### src/rtl/demod_rx_ctrl.sv
// demod_rx_ctrl: receive-side sequencer for the QPSK demodulator chain.
// Holds the sync/combine/check stages in reset while the mixer/FIR pipeline
// fills, hunts for frame headers, times each frame in symbol strobes and
// forwards validated payloads. Forces a chain resync after a header timeout
// or after MAX_ERR consecutive bad frames.
//
// Build option: define DEMOD_CTRL_STATS_EN to keep the good/bad frame
// counters; without it good_cnt and err_cnt are tied to zero.
//
// state     | meaning
// ----------+-----------------------------------------------------------
// WARMUP(0) | chain held in reset while the FIR/DDS pipeline fills
// HUNT(1)   | chain running, waiting for header_flag, timing out on syncs
// RECV(2)   | header seen, waiting for valid_flag within FRAME_SYNCS syncs
// RESYNC(3) | chain held in reset for RST_HOLD cycles, then back to HUNT
module demod_rx_ctrl #(
  parameter int WARMUP_CYC   = 200,
  parameter int FRAME_SYNCS  = 28,
  parameter int HUNT_TIMEOUT = 64,
  parameter int MAX_ERR      = 3,
  parameter int RST_HOLD     = 4
) (
  input  logic        clk,
  input  logic        rst_n,
  input  logic        enable,
  input  logic        sync_flag,
  input  logic        header_flag,
  input  logic        valid_flag,
  input  logic [39:0] para_in,
  output logic        chain_rst_n,
  output logic [39:0] frame_data,
  output logic        frame_vld,
  output logic        lock,
  output logic [1:0]  state,
  output logic [15:0] good_cnt,
  output logic [15:0] err_cnt
);

  // One cycle counter serves both the warm-up and the resync hold.
  localparam int CYC_MAX  = (WARMUP_CYC > RST_HOLD) ? WARMUP_CYC : RST_HOLD;
  localparam int CYC_W    = (CYC_MAX > 1) ? $clog2(CYC_MAX) : 1;
  // The sync counter must be able to hold the limit value itself.
  localparam int SYNC_MAX = (FRAME_SYNCS > HUNT_TIMEOUT) ? FRAME_SYNCS : HUNT_TIMEOUT;
  localparam int SYNC_W   = $clog2(SYNC_MAX + 1);
  localparam int ERR_W    = $clog2(MAX_ERR + 1);

  typedef enum logic [1:0] {
    ST_WARMUP = 2'd0,
    ST_HUNT   = 2'd1,
    ST_RECV   = 2'd2,
    ST_RESYNC = 2'd3
  } state_t;

  state_t            r_state;
  logic [CYC_W-1:0]  r_cyc;
  logic [SYNC_W-1:0] r_sync;
  logic [ERR_W-1:0]  r_cerr;
  logic              r_chain_rst_n;
  logic              r_lock;
  logic              r_frame_vld;
  logic [39:0]       r_frame_data;

  state_t            w_state_nxt;
  logic [CYC_W-1:0]  w_cyc_nxt;
  logic [SYNC_W-1:0] w_sync_nxt;
  logic              w_good;
  logic              w_bad;
  logic              w_enter_resync;

  // Next-state, counter updates and frame verdicts.
  always_comb begin
    w_state_nxt    = r_state;
    w_cyc_nxt      = r_cyc + CYC_W'(1);
    w_sync_nxt     = r_sync + SYNC_W'(sync_flag);
    w_good         = 1'b0;
    w_bad          = 1'b0;
    w_enter_resync = 1'b0;
    if (!enable) begin
      w_state_nxt = ST_WARMUP;
      w_cyc_nxt   = '0;
      w_sync_nxt  = '0;
    end else begin
      case (r_state)
        ST_WARMUP: begin
          w_sync_nxt = '0;
          if (r_cyc == CYC_W'(WARMUP_CYC - 1)) begin
            w_state_nxt = ST_HUNT;
            w_cyc_nxt   = '0;
          end
        end
        ST_HUNT: begin
          w_cyc_nxt = '0;
          // A header beats a timeout landing in the same cycle.
          if (header_flag) begin
            w_state_nxt = ST_RECV;
            w_sync_nxt  = '0;
          end else if (sync_flag && (r_sync == SYNC_W'(HUNT_TIMEOUT - 1))) begin
            w_state_nxt    = ST_RESYNC;
            w_sync_nxt     = '0;
            w_enter_resync = 1'b1;
          end
        end
        ST_RECV: begin
          w_cyc_nxt = '0;
          // A valid frame on the last allowed sync still counts as good.
          if (valid_flag) begin
            w_good      = 1'b1;
            w_state_nxt = ST_HUNT;
            w_sync_nxt  = '0;
          end else if (sync_flag && (r_sync == SYNC_W'(FRAME_SYNCS - 1))) begin
            w_bad      = 1'b1;
            w_sync_nxt = '0;
            if (r_cerr == ERR_W'(MAX_ERR - 1)) begin
              w_state_nxt    = ST_RESYNC;
              w_enter_resync = 1'b1;
            end else begin
              w_state_nxt = ST_HUNT;
            end
          end
        end
        ST_RESYNC: begin
          w_sync_nxt = '0;
          if (r_cyc == CYC_W'(RST_HOLD - 1)) begin
            w_state_nxt = ST_HUNT;
            w_cyc_nxt   = '0;
          end
        end
        default: begin
          w_state_nxt = ST_WARMUP;
          w_cyc_nxt   = '0;
          w_sync_nxt  = '0;
        end
      endcase
    end
  end

  // State register, counters and a glitch-free registered chain reset.
  always_ff @(posedge clk) begin
    if (!rst_n) begin
      r_state       <= ST_WARMUP;
      r_cyc         <= '0;
      r_sync        <= '0;
      r_chain_rst_n <= 1'b0;
    end else begin
      r_state       <= w_state_nxt;
      r_cyc         <= w_cyc_nxt;
      r_sync        <= w_sync_nxt;
      r_chain_rst_n <= (w_state_nxt == ST_HUNT) || (w_state_nxt == ST_RECV);
    end
  end

  // Consecutive-error count and lock indication.
  always_ff @(posedge clk) begin
    if (!rst_n) begin
      r_cerr <= '0;
      r_lock <= 1'b0;
    end else if (!enable) begin
      r_cerr <= '0;
      r_lock <= 1'b0;
    end else if (w_good) begin
      r_cerr <= '0;
      r_lock <= 1'b1;
    end else if (w_enter_resync) begin
      r_cerr <= '0;
      r_lock <= 1'b0;
    end else if (w_bad) begin
      r_cerr <= r_cerr + ERR_W'(1);
    end
  end

  // Payload capture with a one-cycle valid pulse.
  always_ff @(posedge clk) begin
    if (!rst_n) begin
      r_frame_vld  <= 1'b0;
      r_frame_data <= '0;
    end else begin
      r_frame_vld <= w_good;
      if (w_good) begin
        r_frame_data <= para_in;
      end
    end
  end

`ifdef DEMOD_CTRL_STATS_EN
  logic [15:0] r_good_cnt;
  logic [15:0] r_err_cnt;

  // Saturating good/bad frame statistics.
  always_ff @(posedge clk) begin
    if (!rst_n) begin
      r_good_cnt <= '0;
      r_err_cnt  <= '0;
    end else begin
      if (w_good && (r_good_cnt != 16'hFFFF)) begin
        r_good_cnt <= r_good_cnt + 16'd1;
      end
      if (w_bad && (r_err_cnt != 16'hFFFF)) begin
        r_err_cnt <= r_err_cnt + 16'd1;
      end
    end
  end

  assign good_cnt = r_good_cnt;
  assign err_cnt  = r_err_cnt;
`else
  assign good_cnt = 16'd0;
  assign err_cnt  = 16'd0;
`endif

  assign chain_rst_n = r_chain_rst_n;
  assign frame_data  = r_frame_data;
  assign frame_vld   = r_frame_vld;
  assign lock        = r_lock;
  assign state       = r_state;

endmodule

### config.mk
export PLATFORM = sky130hd
export DESIGN_NAME = demod_rx_ctrl
export DESIGN_NICKNAME = d
export VERILOG_FILES = /design/src/rtl/demod_rx_ctrl.sv
export SDC_FILE = /design/constraint.sdc
export NUM_CORES = 1
export LEC_CHECK = 0
export BUFFER_PORTS_ARGS = -buffer_cell sky130_fd_sc_hd__buf_2
export CAP_MARGIN = 30
export CORE_MARGIN = 2
export CORE_UTILIZATION = 42
export CTS_CLUSTER_DIAMETER = 150
export DETAILED_ROUTE_END_ITERATION = 12
export MAX_ROUTING_LAYER = met4
export PLACE_DENSITY_LB_ADDON = 0.05
export SLEW_MARGIN = 25
export SYNTH_ARGS = -nofsm -noshare
export SYNTH_HDL_FRONTEND = slang
export SYNTH_SLANG_ARGS = --single-unit
### constraint.sdc
create_clock -name clk -period 2.3 [get_ports clk]
set_clock_uncertainty 0.2 [all_clocks]
set_input_delay 0.23 -clock clk [delete_from_list [all_inputs] [get_ports clk]]
set_output_delay 0.23 -clock clk [all_outputs]
set_load 0.01 [all_outputs]
==> results.tsv <==
metric	value	unit
dpl_cell_area	3200	µm²
synth_top_area_share	0.460	
cts_max_level	3	
n_antenna_cell	0	
drc	0	
max_stage_delay	450	ps
die_h	84.1	µm
outcome	finished, violations left	
drtPass1Iterations	4	
async_reset_ff_frac	0	
crit_path_max_fanout	2	
gp_congestion	0.770	
antenna_found_initial	0	
syn_to_final_growth	42.9	%
final_cells	553	
cp-start-kind	flop	
hold_class	input pin to flop	
rr_worst_depth	6	
crit_cells	6	
p_per_area	605	nW/µm²
antenna_left	0	
ys_ff_latch	62	
final_cell_mix	90 x buf_2, 84 x nand2_1, 60 x dfxtp_1	
setup.worst_path.end	chain_rst_n$_SDFF_PN0_	
r2r_start	r_cyc[1]$_SDFF_PN0_	
final_common_cell	buf_2	
crit_start	r_cyc[1]$_SDFF_PN0_	
post_cts_buffers	0	
r2r_slack	-50	ps
p_clk_frac	0.474	
path_buf_inv	0	
rows	29	
rsz0062_at_grt	yes	
synthTopCellsByArea	dfxtp_1 46%, nand2_1 12%, buf_4 8.9%, a21oi_1 7.8%, ha_1 4.2%	
p_comb_frac	0.064	
critical_path_arrival	2380	ps
grt_start_max_net_pins	42	
yosys.area.top_type	dfxtp_1	
cts_tree	done	
multi_input_area	1270	µm²
placed_cells_incl_taps	495	
maxCapViolations	0	
fmax	426	MHz
wl	6360	µm
dp_hpwl	4060	µm
register_area	1240	µm²
power.switching	0.000506	W
seqPwrFrac	0.462	
overflow	0	
via_count	2510	
routedWlPerCell	11.5	µm
synth_area_per_cell	8.15	µm²
core_area	6280	µm²
required	2330	ps
worst_path_dominant_cell_family	compound AO/OA/AOI/OAI gates	
fin_area	3850	µm²
fin_crit	2350	ps
cts.sinks	62	
leakage	1.70	nW
drv_slew	0	
vias_per_cell	4.54	
die_area	7080	µm²
timing.rr.end	chain_rst_n$_SDFF_PN0_	
synth_edf_count	0	
pin_count	123	
clk_pin_slew_worst_paths	70	ps
yosys_most_used_dff	dfxtp_1	
syn_inst	331	
grt_pass1_vias	2356	
cts_root_buf	clkbuf_8	
ir_drop	0.000399	V
layout.nets	526	
global_route.usage.total	0.191	
dpl_worst_slack	-89.9	ps
io_buffers	90	
hold_violations	0	
fin_crit_sh	1.02	
clock_path_buffers	2	
setup_ws	-49.9	ps
yosysUniqueCellTypes	33	
violations	setup timing	
internal_power	0.00183	W
setup_viol	1	
critPathSlowestCell	or4b_4	
fillers	576	
worstPathCellList	ha_4 -> or4b_4 -> o41a_1 -> o31a_1 -> o211ai_2 -> mux2_4	
clk_latency	340	ps
crit_type	flop to flop	
syn-cell-area	2700	µm²
drt_iter0_markers	84	
p_sw_frac	0.217	
initial_core_util	0.430	
grt_pass1_wl	10600	µm
drive_above_1_share	0.261	
synth-seq-area-share	0.460	
cts_buffers	9	
cp-end-kind	flop	
fp.dieW	84.1	µm
yosysWarnings	0	
-- layout make-up --
class | instances | area share
inverters | 9 | 0.00876
repair buffers | 143 | 0.254
clock inverters | 5 | 0.0211
clock buffers | 11 | 0.0393
flip-flops and latches | 62 | 0.323
multi-input cells | 246 | 0.329
well taps | 77 | 0.0250
-- power groups by stage --
stage | Clock [W] | Sequential [W] | Combinational, W
finish | 0.00111 | 0.00108 | 0.000150
global route | 0.00118 | 0.00108 | 0.000165
CTS | 0.00113 | 0.00108 | 0.000148
detailed placement | 0 | 0.00110 | 0.0000928
global placement | 0 | 0.00110 | 0.0000927
floorplan | 0 | 0.00110 | 0.0000830
-- cell families after synthesis --
group                    Yosys count  share of synthesized area
other                              1                    0.00139
AND/OR/NAND/NOR                  135                      0.212
buffers and inverters             54                      0.120
adder cells (fa/ha/maj)            9                     0.0417
AO/OA/AOI/OAI                     57                      0.122
multiplexers                       1                    0.00417
XOR/XNOR                          12                     0.0390
flip-flops                        62                      0.460
-- repair_timing --
| action | 4_1_cts | 5_1_grt |
|---|---|---|
| setup endpoints to repair | 1 | 1 |
| resized for setup | 1 | 0 |
| hold buffers | 42 | 0 |
| hold endpoints to repair | 43 | 0 |
| pin swaps | 0 | 2 |
-- cell usage after synthesis (all sizes together) (2+ instances only) --
library cell / n
nor2: 25
xor2: 7
o21ai: 4
ha: 9
dfxtp: 62
inv: 8
and3: 4
nand4: 2
nor3: 3
clkbuf: 13
a211o: 3
a21oi: 42
nand3: 9
buf: 32
xnor2: 5
o31a: 2
nor2b: 2
nand2: 84
-- state kept, by name, indices dropped and copies added (netlist names) --
signal	count
frame_data	40
r_cyc	8
r_sync	7
r_cerr	2
state	2
chain_rst_n	1
frame_vld	1
lock	1
-- per-stage QoR --
stage | hold WS [ps] | TNS (ps) | util | total power, W
final | 35.8 | -49.9 | 0.614 | 0.00233
after global routing | 52.4 | -122 | 0.614 | 0.00242
after CTS | 23.0 | -81.6 | 0.614 | 0.00235
after detailed placement | 243 | -89.9 | 0.509 | 0.00119
after global placement | 238 | -58.9 | 0.509 | 0.00119
after floorplan | 144 | -50.3 | - | 0.00118
-- worst min path at each step --
stage / startpoint / to / slack, ps / cells past startpoint
CTS: enable / state[1]$_SDFF_PN0_ / 20 / 3
global placement: frame_data[20]$_SDFFE_PN0P_ / frame_data[20]$_SDFFE_PN0P_ / 240 / 2
floorplan: valid_flag / frame_vld$_SDFF_PN0_ / 140 / 2
global route: enable / state[1]$_SDFF_PN0_ / 50 / 3
finish: enable / state[1]$_SDFF_PN0_ / 40 / 3
detailed placement: frame_data[2]$_SDFFE_PN0P_ / frame_data[2]$_SDFFE_PN0P_ / 240 / 2
-- metal layers --
metal	vias to the layer above	share of wire	GRT usage
li1	1301	-	-
met1	1129	0.45	0.236
met2	73	0.49	0.303
met3	7	0.051	0.0403
met4	0	0.014	0.0836
met5	-	0	-
-- tightest hold or removal path, delay by kind of cell --
family | cells | cell delay, ps
buf+inv | 1 | 150
compound gates | 1 | 100
simple gates | 1 | 40
(Power assumes the default switching activity.)
